`config.mk`:
```
export PLATFORM = sky130hd
export DESIGN_NAME = uart_tx_arbiter_flat
export DESIGN_NICKNAME = d
export VERILOG_FILES = /design/src/rtl/uart_tx_arbiter_if.sv /design/src/rtl/uart_tx_arbiter.sv /design/src/flat_wrapper.sv
export SDC_FILE = /design/constraint.sdc
export NUM_CORES = 1
export LEC_CHECK = 0
export BUFFER_PORTS_ARGS = -buffer_cell sky130_fd_sc_hd__buf_2
export CORE_ASPECT_RATIO = 1.75
export CORE_MARGIN = 2
export CORE_UTILIZATION = 34
export CTS_CLUSTER_DIAMETER = 120
export DETAILED_ROUTE_END_ITERATION = 7
export HOLD_SLACK_MARGIN = 0.06
export MAX_ROUTING_LAYER = met4
export PLACE_DENSITY_LB_ADDON = 0.12
export SLEW_MARGIN = 20
export SYNTH_ARGS = -nofsm -noshare
export SYNTH_HDL_FRONTEND = slang
export SYNTH_SLANG_ARGS = --single-unit
```
`constraint.sdc`:
```
create_clock -name clk -period 5.4 [get_ports clk]
set_clock_uncertainty 0.15 [all_clocks]
set_input_delay 0.27 -clock clk [delete_from_list [all_inputs] [get_ports clk]]
set_output_delay 0.27 -clock clk [all_outputs]
set_load 0.01 [all_outputs]
```
`src/rtl/uart_tx_arbiter_if.sv`:
```
// Requester/UART-side bundle of the round-robin UART transmit arbiter.
// slave  : seen from the arbiter (requests and txrdy in, strobes and data out).
// master : seen from the requesters and the UART core driving the arbiter.
interface uart_tx_arbiter_if #(
  parameter int NUM_REQ = 4
);
  logic [NUM_REQ-1:0]   req_valid;
  logic [8*NUM_REQ-1:0] req_data;
  logic [NUM_REQ-1:0]   req_last;
  logic [NUM_REQ-1:0]   req_ready;
  logic [NUM_REQ-1:0]   grant;
  logic                 busy;
  logic                 txrdy;
  logic [7:0]           tx_data;
  logic                 tx_load;
  logic                 timeout_err;

  modport slave (
    input  req_valid, req_data, req_last, txrdy,
    output req_ready, grant, busy, tx_data, tx_load, timeout_err
  );

  modport master (
    output req_valid, req_data, req_last, txrdy,
    input  req_ready, grant, busy, tx_data, tx_load, timeout_err
  );
endinterface

```
`src/rtl/uart_tx_arbiter.sv`:
```
// Round-robin, message-locked arbiter sharing one CoreUARTapb transmit path.
// A granted requester keeps the UART until it sends a byte flagged req_last.
// Optional feature macro: UART_TX_ARB_TIMEOUT_EN -- forced release of an owner
// that holds the grant without presenting data for TIMEOUT cycles.
module uart_tx_arbiter #(
  parameter int NUM_REQ = 4,
  parameter int TIMEOUT = 255,
  parameter int TO_W    = 8
) (
  input  logic            clk,
  input  logic            reset_n,
  uart_tx_arbiter_if.slave bus
);

  localparam int PTR_W = (NUM_REQ > 1) ? $clog2(NUM_REQ) : 1;

  if (NUM_REQ < 2 || NUM_REQ > 8 || TIMEOUT >= (1 << TO_W)) begin : g_bad_cfg
    $error("uart_tx_arbiter: NUM_REQ must be 2..8 and TIMEOUT < 2**TO_W");
  end

  typedef enum logic [1:0] {IDLE, OWN, SETTLE} state_t;

  state_t             state_q, state_d;
  logic [PTR_W-1:0]   owner_q, owner_d;
  logic [PTR_W-1:0]   rr_ptr_q, rr_ptr_d;
  logic               release_q, release_d;
  logic               blank_q, blank_d;
  logic               tx_load_q, tx_load_d;
  logic [7:0]         tx_data_q, tx_data_d;
  logic [NUM_REQ-1:0] req_ready_c;
  logic [NUM_REQ-1:0] owner_oh;
  logic [PTR_W-1:0]   winner;
  logic [PTR_W-1:0]   scan_idx;
  logic               scan_found;
  logic               owner_valid;
  logic               owner_last;
  logic [7:0]         owner_data;
`ifdef UART_TX_ARB_TIMEOUT_EN
  logic [TO_W-1:0]    to_cnt_q, to_cnt_d;
  logic               to_err_q, to_err_d;
`endif

  function automatic logic [PTR_W-1:0] ptr_inc(input logic [PTR_W-1:0] p);
    if (int'(p) == NUM_REQ - 1) return '0;
    return p + 1'b1;
  endfunction

  assign owner_oh    = {{(NUM_REQ-1){1'b0}}, 1'b1} << owner_q;
  assign owner_valid = bus.req_valid[owner_q];
  assign owner_last  = bus.req_last[owner_q];
  assign owner_data  = bus.req_data[{owner_q, 3'b000} +: 8];

  assign bus.grant     = (state_q != IDLE) ? owner_oh : '0;
  assign bus.busy      = (state_q != IDLE);
  assign bus.req_ready = req_ready_c;
  assign bus.tx_data   = tx_data_q;
  assign bus.tx_load   = tx_load_q;
`ifdef UART_TX_ARB_TIMEOUT_EN
  assign bus.timeout_err = to_err_q;
`else
  assign bus.timeout_err = 1'b0;
`endif

  // Pick the first valid requester scanning upward from rr_ptr with wrap.
  always_comb begin
    winner     = rr_ptr_q;
    scan_idx   = rr_ptr_q;
    scan_found = 1'b0;
    for (int k = 0; k < NUM_REQ; k++) begin
      if (!scan_found && bus.req_valid[scan_idx]) begin
        winner     = scan_idx;
        scan_found = 1'b1;
      end
      scan_idx = ptr_inc(scan_idx);
    end
  end

  // Next-state and accept logic. The UART reflects a load on txrdy only from
  // the second cycle after tx_load, so the first OWN cycle after SETTLE is
  // blanked; this gives the 3-clk byte period.
  always_comb begin
    state_d     = state_q;
    owner_d     = owner_q;
    rr_ptr_d    = rr_ptr_q;
    release_d   = release_q;
    blank_d     = 1'b0;
    tx_load_d   = 1'b0;
    tx_data_d   = tx_data_q;
    req_ready_c = '0;
`ifdef UART_TX_ARB_TIMEOUT_EN
    to_cnt_d    = '0;
    to_err_d    = 1'b0;
`endif
    unique case (state_q)
      IDLE: begin
        if (|bus.req_valid) begin
          owner_d   = winner;
          release_d = 1'b0;
          state_d   = OWN;
        end
      end
      OWN: begin
        if (!blank_q && bus.txrdy && owner_valid) begin
          req_ready_c = owner_oh;
          tx_data_d   = owner_data;
          tx_load_d   = 1'b1;
          release_d   = owner_last;
          state_d     = SETTLE;
        end
`ifdef UART_TX_ARB_TIMEOUT_EN
        else if (owner_valid) begin
          to_cnt_d = '0;
        end else if (to_cnt_q == TO_W'(TIMEOUT)) begin
          rr_ptr_d = ptr_inc(owner_q);
          to_err_d = 1'b1;
          state_d  = IDLE;
        end else begin
          to_cnt_d = to_cnt_q + 1'b1;
        end
`endif
      end
      SETTLE: begin
        if (release_q) begin
          rr_ptr_d = ptr_inc(owner_q);
          state_d  = IDLE;
        end else begin
          blank_d  = 1'b1;
          state_d  = OWN;
        end
      end
      default: state_d = IDLE;
    endcase
  end

  // State, pointer and output registers; reset aborts any message in flight.
  always_ff @(posedge clk or negedge reset_n) begin
    if (!reset_n) begin
      state_q   <= IDLE;
      owner_q   <= '0;
      rr_ptr_q  <= '0;
      release_q <= 1'b0;
      blank_q   <= 1'b0;
      tx_load_q <= 1'b0;
      tx_data_q <= 8'h00;
`ifdef UART_TX_ARB_TIMEOUT_EN
      to_cnt_q  <= '0;
      to_err_q  <= 1'b0;
`endif
    end else begin
      state_q   <= state_d;
      owner_q   <= owner_d;
      rr_ptr_q  <= rr_ptr_d;
      release_q <= release_d;
      blank_q   <= blank_d;
      tx_load_q <= tx_load_d;
      tx_data_q <= tx_data_d;
`ifdef UART_TX_ARB_TIMEOUT_EN
      to_cnt_q  <= to_cnt_d;
      to_err_q  <= to_err_d;
`endif
    end
  end

endmodule
```
`src/flat_wrapper.sv`:
```
// flat-port wrapper written by rule: the top's interface ports become plain ports
module uart_tx_arbiter_flat 
#(
  parameter int NUM_REQ = 4,
  parameter int TIMEOUT = 255,
  parameter int TO_W    = 8
)
  (clk, reset_n, bus_req_valid, bus_req_data, bus_req_last, bus_txrdy, bus_req_ready, bus_grant, bus_busy, bus_tx_data, bus_tx_load, bus_timeout_err);
  uart_tx_arbiter_if #(.NUM_REQ(NUM_REQ)) bus_i ();
  input  logic clk;
  input  logic reset_n;
  input wire logic [$bits(bus_i.req_valid)-1:0] bus_req_valid;
  input wire logic [$bits(bus_i.req_data)-1:0] bus_req_data;
  input wire logic [$bits(bus_i.req_last)-1:0] bus_req_last;
  input wire logic [$bits(bus_i.txrdy)-1:0] bus_txrdy;
  output wire logic [$bits(bus_i.req_ready)-1:0] bus_req_ready;
  output wire logic [$bits(bus_i.grant)-1:0] bus_grant;
  output wire logic [$bits(bus_i.busy)-1:0] bus_busy;
  output wire logic [$bits(bus_i.tx_data)-1:0] bus_tx_data;
  output wire logic [$bits(bus_i.tx_load)-1:0] bus_tx_load;
  output wire logic [$bits(bus_i.timeout_err)-1:0] bus_timeout_err;
  assign bus_i.req_valid = bus_req_valid;
  assign bus_i.req_data = bus_req_data;
  assign bus_i.req_last = bus_req_last;
  assign bus_i.txrdy = bus_txrdy;
  assign bus_req_ready = bus_i.req_ready;
  assign bus_grant = bus_i.grant;
  assign bus_busy = bus_i.busy;
  assign bus_tx_data = bus_i.tx_data;
  assign bus_tx_load = bus_i.tx_load;
  assign bus_timeout_err = bus_i.timeout_err;
  uart_tx_arbiter #(.NUM_REQ(NUM_REQ), .TIMEOUT(TIMEOUT), .TO_W(TO_W)) u_core (.clk(clk), .reset_n(reset_n), .bus(bus_i));
endmodule
```
==> out/qor.txt <==
============================================================================================
Adder and majority gate portion of the synthesized area .......................        4.58%
Crit Path Class ...............................................................   reg -> out
Slew Viols, Final .............................................................            0
Layout Area Growth over Synthesis .............................................        25.6%
Post-route setup TNS ..........................................................         0 ps
Clock sink total ..............................................................           17
VDD IR max ....................................................................     0.226 mV
First-pass GRT wire length ....................................................      5240 um
Floorplan die area ............................................................     4560 um2
Number of synthesized register bits ...........................................           17
Leakage power figure ..........................................................     0.796 nW
Die X-Extent ..................................................................      51.9 um
Area of the core ..............................................................     3870 um2
Async S/R FF share, synth .....................................................         100%
Worst EP arrival ..............................................................      2700 ps
TritonCTS clock tree ..........................................................        built
Count of buffers inserted at the top-level ports ..............................           60
Max-capacitance violation count ...............................................            0
Hold/Removal Path Class .......................................................    in -> reg
Number of buffers inserted during clock tree synthesis ........................            3
Beginning of the worst register-to-register path .............................. u_core.rr_ptr_q[0]$_DFFE_PN0P_
Clock network latency to the later pin of the worst-skew pair .................       250 ps
Crit Reg-Reg Endpoint ......................................................... u_core.owner_q[1]$_DFFE_PN0P_
Kind of launch point of the worst setup path ..................................         flop
Fin util ......................................................................        44.4%
Worst setup endpoint .......................................................... bus_req_ready[3]
Internal Dissipation ..........................................................   0.000517 W
Ordered list of cells on the worst path ....................................... mux2i_1 > nand2_1 > nand4b_1 > nor3b_2 > and2_1 > buf_2
Power density cells ...........................................................   511 nW/um2
Sequential share of power .....................................................        31.5%
Gate power share ..............................................................        57.6%
H-Tree Level Count ............................................................            1
Clock Root Buffer .............................................................     clkbuf_8
Launching instance or port of the critical path ............................... u_core.owner_q[0]$_DFFE_PN0P_
Yosys cell types ..............................................................           41
Worst slack after detailed placement ..........................................      2430 ps
CTS Buffer Depth ..............................................................            2
Register area share after synthesis ...........................................        31.1%
Post-synth net total ..........................................................          168
Depth of the most critical reg-to-reg path ....................................            6
Number of enable-type register cells in the synthesized netlist ...............            0
Number of failing setup endpoints in the final timing report ..................            0
Number of core rows ...........................................................           30
Stage delay of the slowest cell on the critical path ..........................       860 ps
Fraction of layout cells with a size suffix above 1 ...........................        50.3%
Basic-gate share of the synthesized area counting and, or, nand and nor cells .        15.8%
Post-layout minimum cycle time ................................................      3120 ps
Share of the synthesized area in compound gates (AO/OA/AOI/OAI) ...............        9.62%
Setup repair after global routing missed its margin ...........................           no
Routed vias/inst ..............................................................         5.26
Maximum clock frequency .......................................................      321 MHz
Switch share ..................................................................        41.0%
Fillers .......................................................................          393
Worst slew margin relative to its limit .......................................        37.9%
Worst EP required .............................................................      4980 ps
Post-detailed-placement half-perimeter wirelength .............................      2590 um
Share of the synthesized netlist area taken by xor and xnor gates .............       0.641%
Sort of element at the end of the critical path ............................... primary output
Number of warning messages in the yosys log ...................................            0
Post-route worst setup slack ..................................................      2280 ps
Multiplexer share of the synthesized area .....................................        31.8%
Top post-synthesis cells by area .............................................. dfrtp_1 (31%), mux4_2 (16%), mux2_2 (9.1%)
Setup fix buffers added after clock tree synthesis ............................            0
Most common cell after layout, fill and taps aside ............................        buf_2
Avg Inst Size Synth ...........................................................     11.4 um2
Via count of the first global-routing pass ....................................        1,144
Effective utilization at floorplan ............................................        35.3%
Global Route Usage Sum ........................................................        15.7%
Floorplan die height ..........................................................      87.9 um
Residual DRC count ............................................................            0
Clk slew on worst S/H paths ...................................................        70 ps
Period Utilization, post-route ................................................        57.7%
Status ........................................................................ finished clean
Largest net degree at the start of global routing .............................           19
Detail Route Antenna Nets .....................................................            0
Slowest stage cell, crit path .................................................      dfrtp_1
Diodes inserted ...............................................................            0
DR pass1 iterations ...........................................................            4
Main combinational cell family by area after synthesis ........................ multiplexers
Wire length reported by the detailed router ...................................      3280 um
Part of the total power dissipated in the clock network .......................        10.9%
Total design power ............................................................   0.000877 W
Sum of overflow across all layers after global routing ........................            0
Area of the mapped netlist ....................................................     1370 um2
Worst R2R Setup Slack .........................................................      2530 ps
Critical path fanouts, max ....................................................           16
Detailed Route Iter0 Violations ...............................................           23
Total count of hold-check failures in the final report ........................            0
Final-layout worst hold slack .................................................       217 ps
Commonest cells after routing, fill and taps aside ............................ buf_2 (60), dfrtp_1 (17), mux2_2 (11)
Per-cell routed wire length ...................................................      14.7 um
Cell accounting for the most synthesized area .................................      dfrtp_1
Number of antenna violations at the first check in global routing .............            0
NumNets Final .................................................................          224
Area share of the largest cell type after synthesis ...........................        31.1%
Most used flip-flop cell after synthesis ......................................      dfrtp_1
Total via count in the routed design ..........................................        1,173
Switching power ...............................................................   0.000360 W
Routability congestion estimate from global placement .........................        0.746
Cell count after synthesis ....................................................          120
Tightest Pin Transition .......................................................       928 ps
Boundary Pins .................................................................           62
============================================================================================
-- cell usage after synthesis (2+ instances only) --
cell and instances:
and2_1 4, nor2b_1 5, ha_1 5, o21ai_0 4, mux2i_1 7, mux4_2 10, nor3b_1 2, dfrtp_1 17
nand3b_1 4, mux2_2 11, buf_6 2, nand2_1 5, o41ai_1 2, buf_2 4, clkbuf_1 2, o31ai_1 2
nor2_1 5, inv_1 5, buf_4 2
-- metrics by stage --
step	area (um2)	cells
CTS	1720	223
floorplan	1370	120
global placement	1660	218
detailed placement	1660	218
finish	1720	223
global route	1720	223
-- sequential cells by signal (all words and copies together), names as in the netlist --
name,count
u_core.blank_q,1
u_core.state_q,2
u_core.bus.tx_data,8
u_core.rr_ptr_q,2
u_core.owner_q,2
u_core.release_q,1
u_core.bus.tx_load,1
-- routing by layer --
layer	track usage [%]	vias to the layer above	routed length (um)
met5	-	-	0
met4	6.46	0	57
met3	1.54	5	210
met2	28.8	45	1800
met1	16.5	567	1220
li1	-	556	-
-- timing repair --
action	in CTS	in global routing
hold buffers	1	0
endpoints found under the hold margin	17	0
resized for setup	0	0
-- worst min path at each step --
stage,slack [ps],from,cells after the start,end
6_report,220,bus_txrdy,3,u_core.state_q[1]$_DFFE_PN0P_
5_1_grt,260,bus_txrdy,3,u_core.state_q[1]$_DFFE_PN0P_
4_1_cts,230,bus_txrdy,3,u_core.state_q[1]$_DFFE_PN0P_
3_5_place_dp,70,reset_n,1,u_core.bus.tx_data[7]$_DFFE_PN0P_
3_3_place_gp,70,reset_n,1,u_core.bus.tx_data[7]$_DFFE_PN0P_
2_1_floorplan,-180,reset_n,0,u_core.blank_q$_DFF_PN0_
-- worst max-delay path, delay by kind of cell (launching register included) --
kind | cells | cell delay [ps]
AND/OR/NAND/NOR | 4 | 1280
flip-flops | 1 | 860
buffers and inverters | 1 | 130
multiplexers | 1 | 180
-- power groups by stage --
stage          combinational (W)  clock [W]  sequential [W]
2_1_floorplan           0.000423          0        0.000241
3_3_place_gp            0.000502          0        0.000277
3_5_place_dp            0.000512          0        0.000283
4_1_cts                 0.000515   0.000100        0.000280
5_1_grt                 0.000563   0.000105        0.000292
6_report                0.000505  0.0000957        0.000276
-- kinds of logic (layout without fill, tap and decap cells) --
| logic type | Yosys count | in the layout |
|---|---|---|
| adder cells (fa/ha/maj) | 5 | 5 |
| other | 1 | 1 |
| multiplexers | 29 | 29 |
| XOR/XNOR | 1 | 1 |
| AO/OA/AOI/OAI | 17 | 17 |
| buffers and inverters | 15 | 70 |
| AND/OR/NAND/NOR | 35 | 35 |
| flip-flops | 17 | 17 |
-- final cells by class --
class                   count  area, um2  area share [%]
clock buffers               4       45.0            2.62
multi-input cells          88        857            49.9
well taps                  48       60.1            3.50
repair buffers             61        310            18.1
flip-flops and latches     17        425            24.8
inverters                   5       18.8            1.09
No activity file was read; power rests on OpenSTA's default activity.
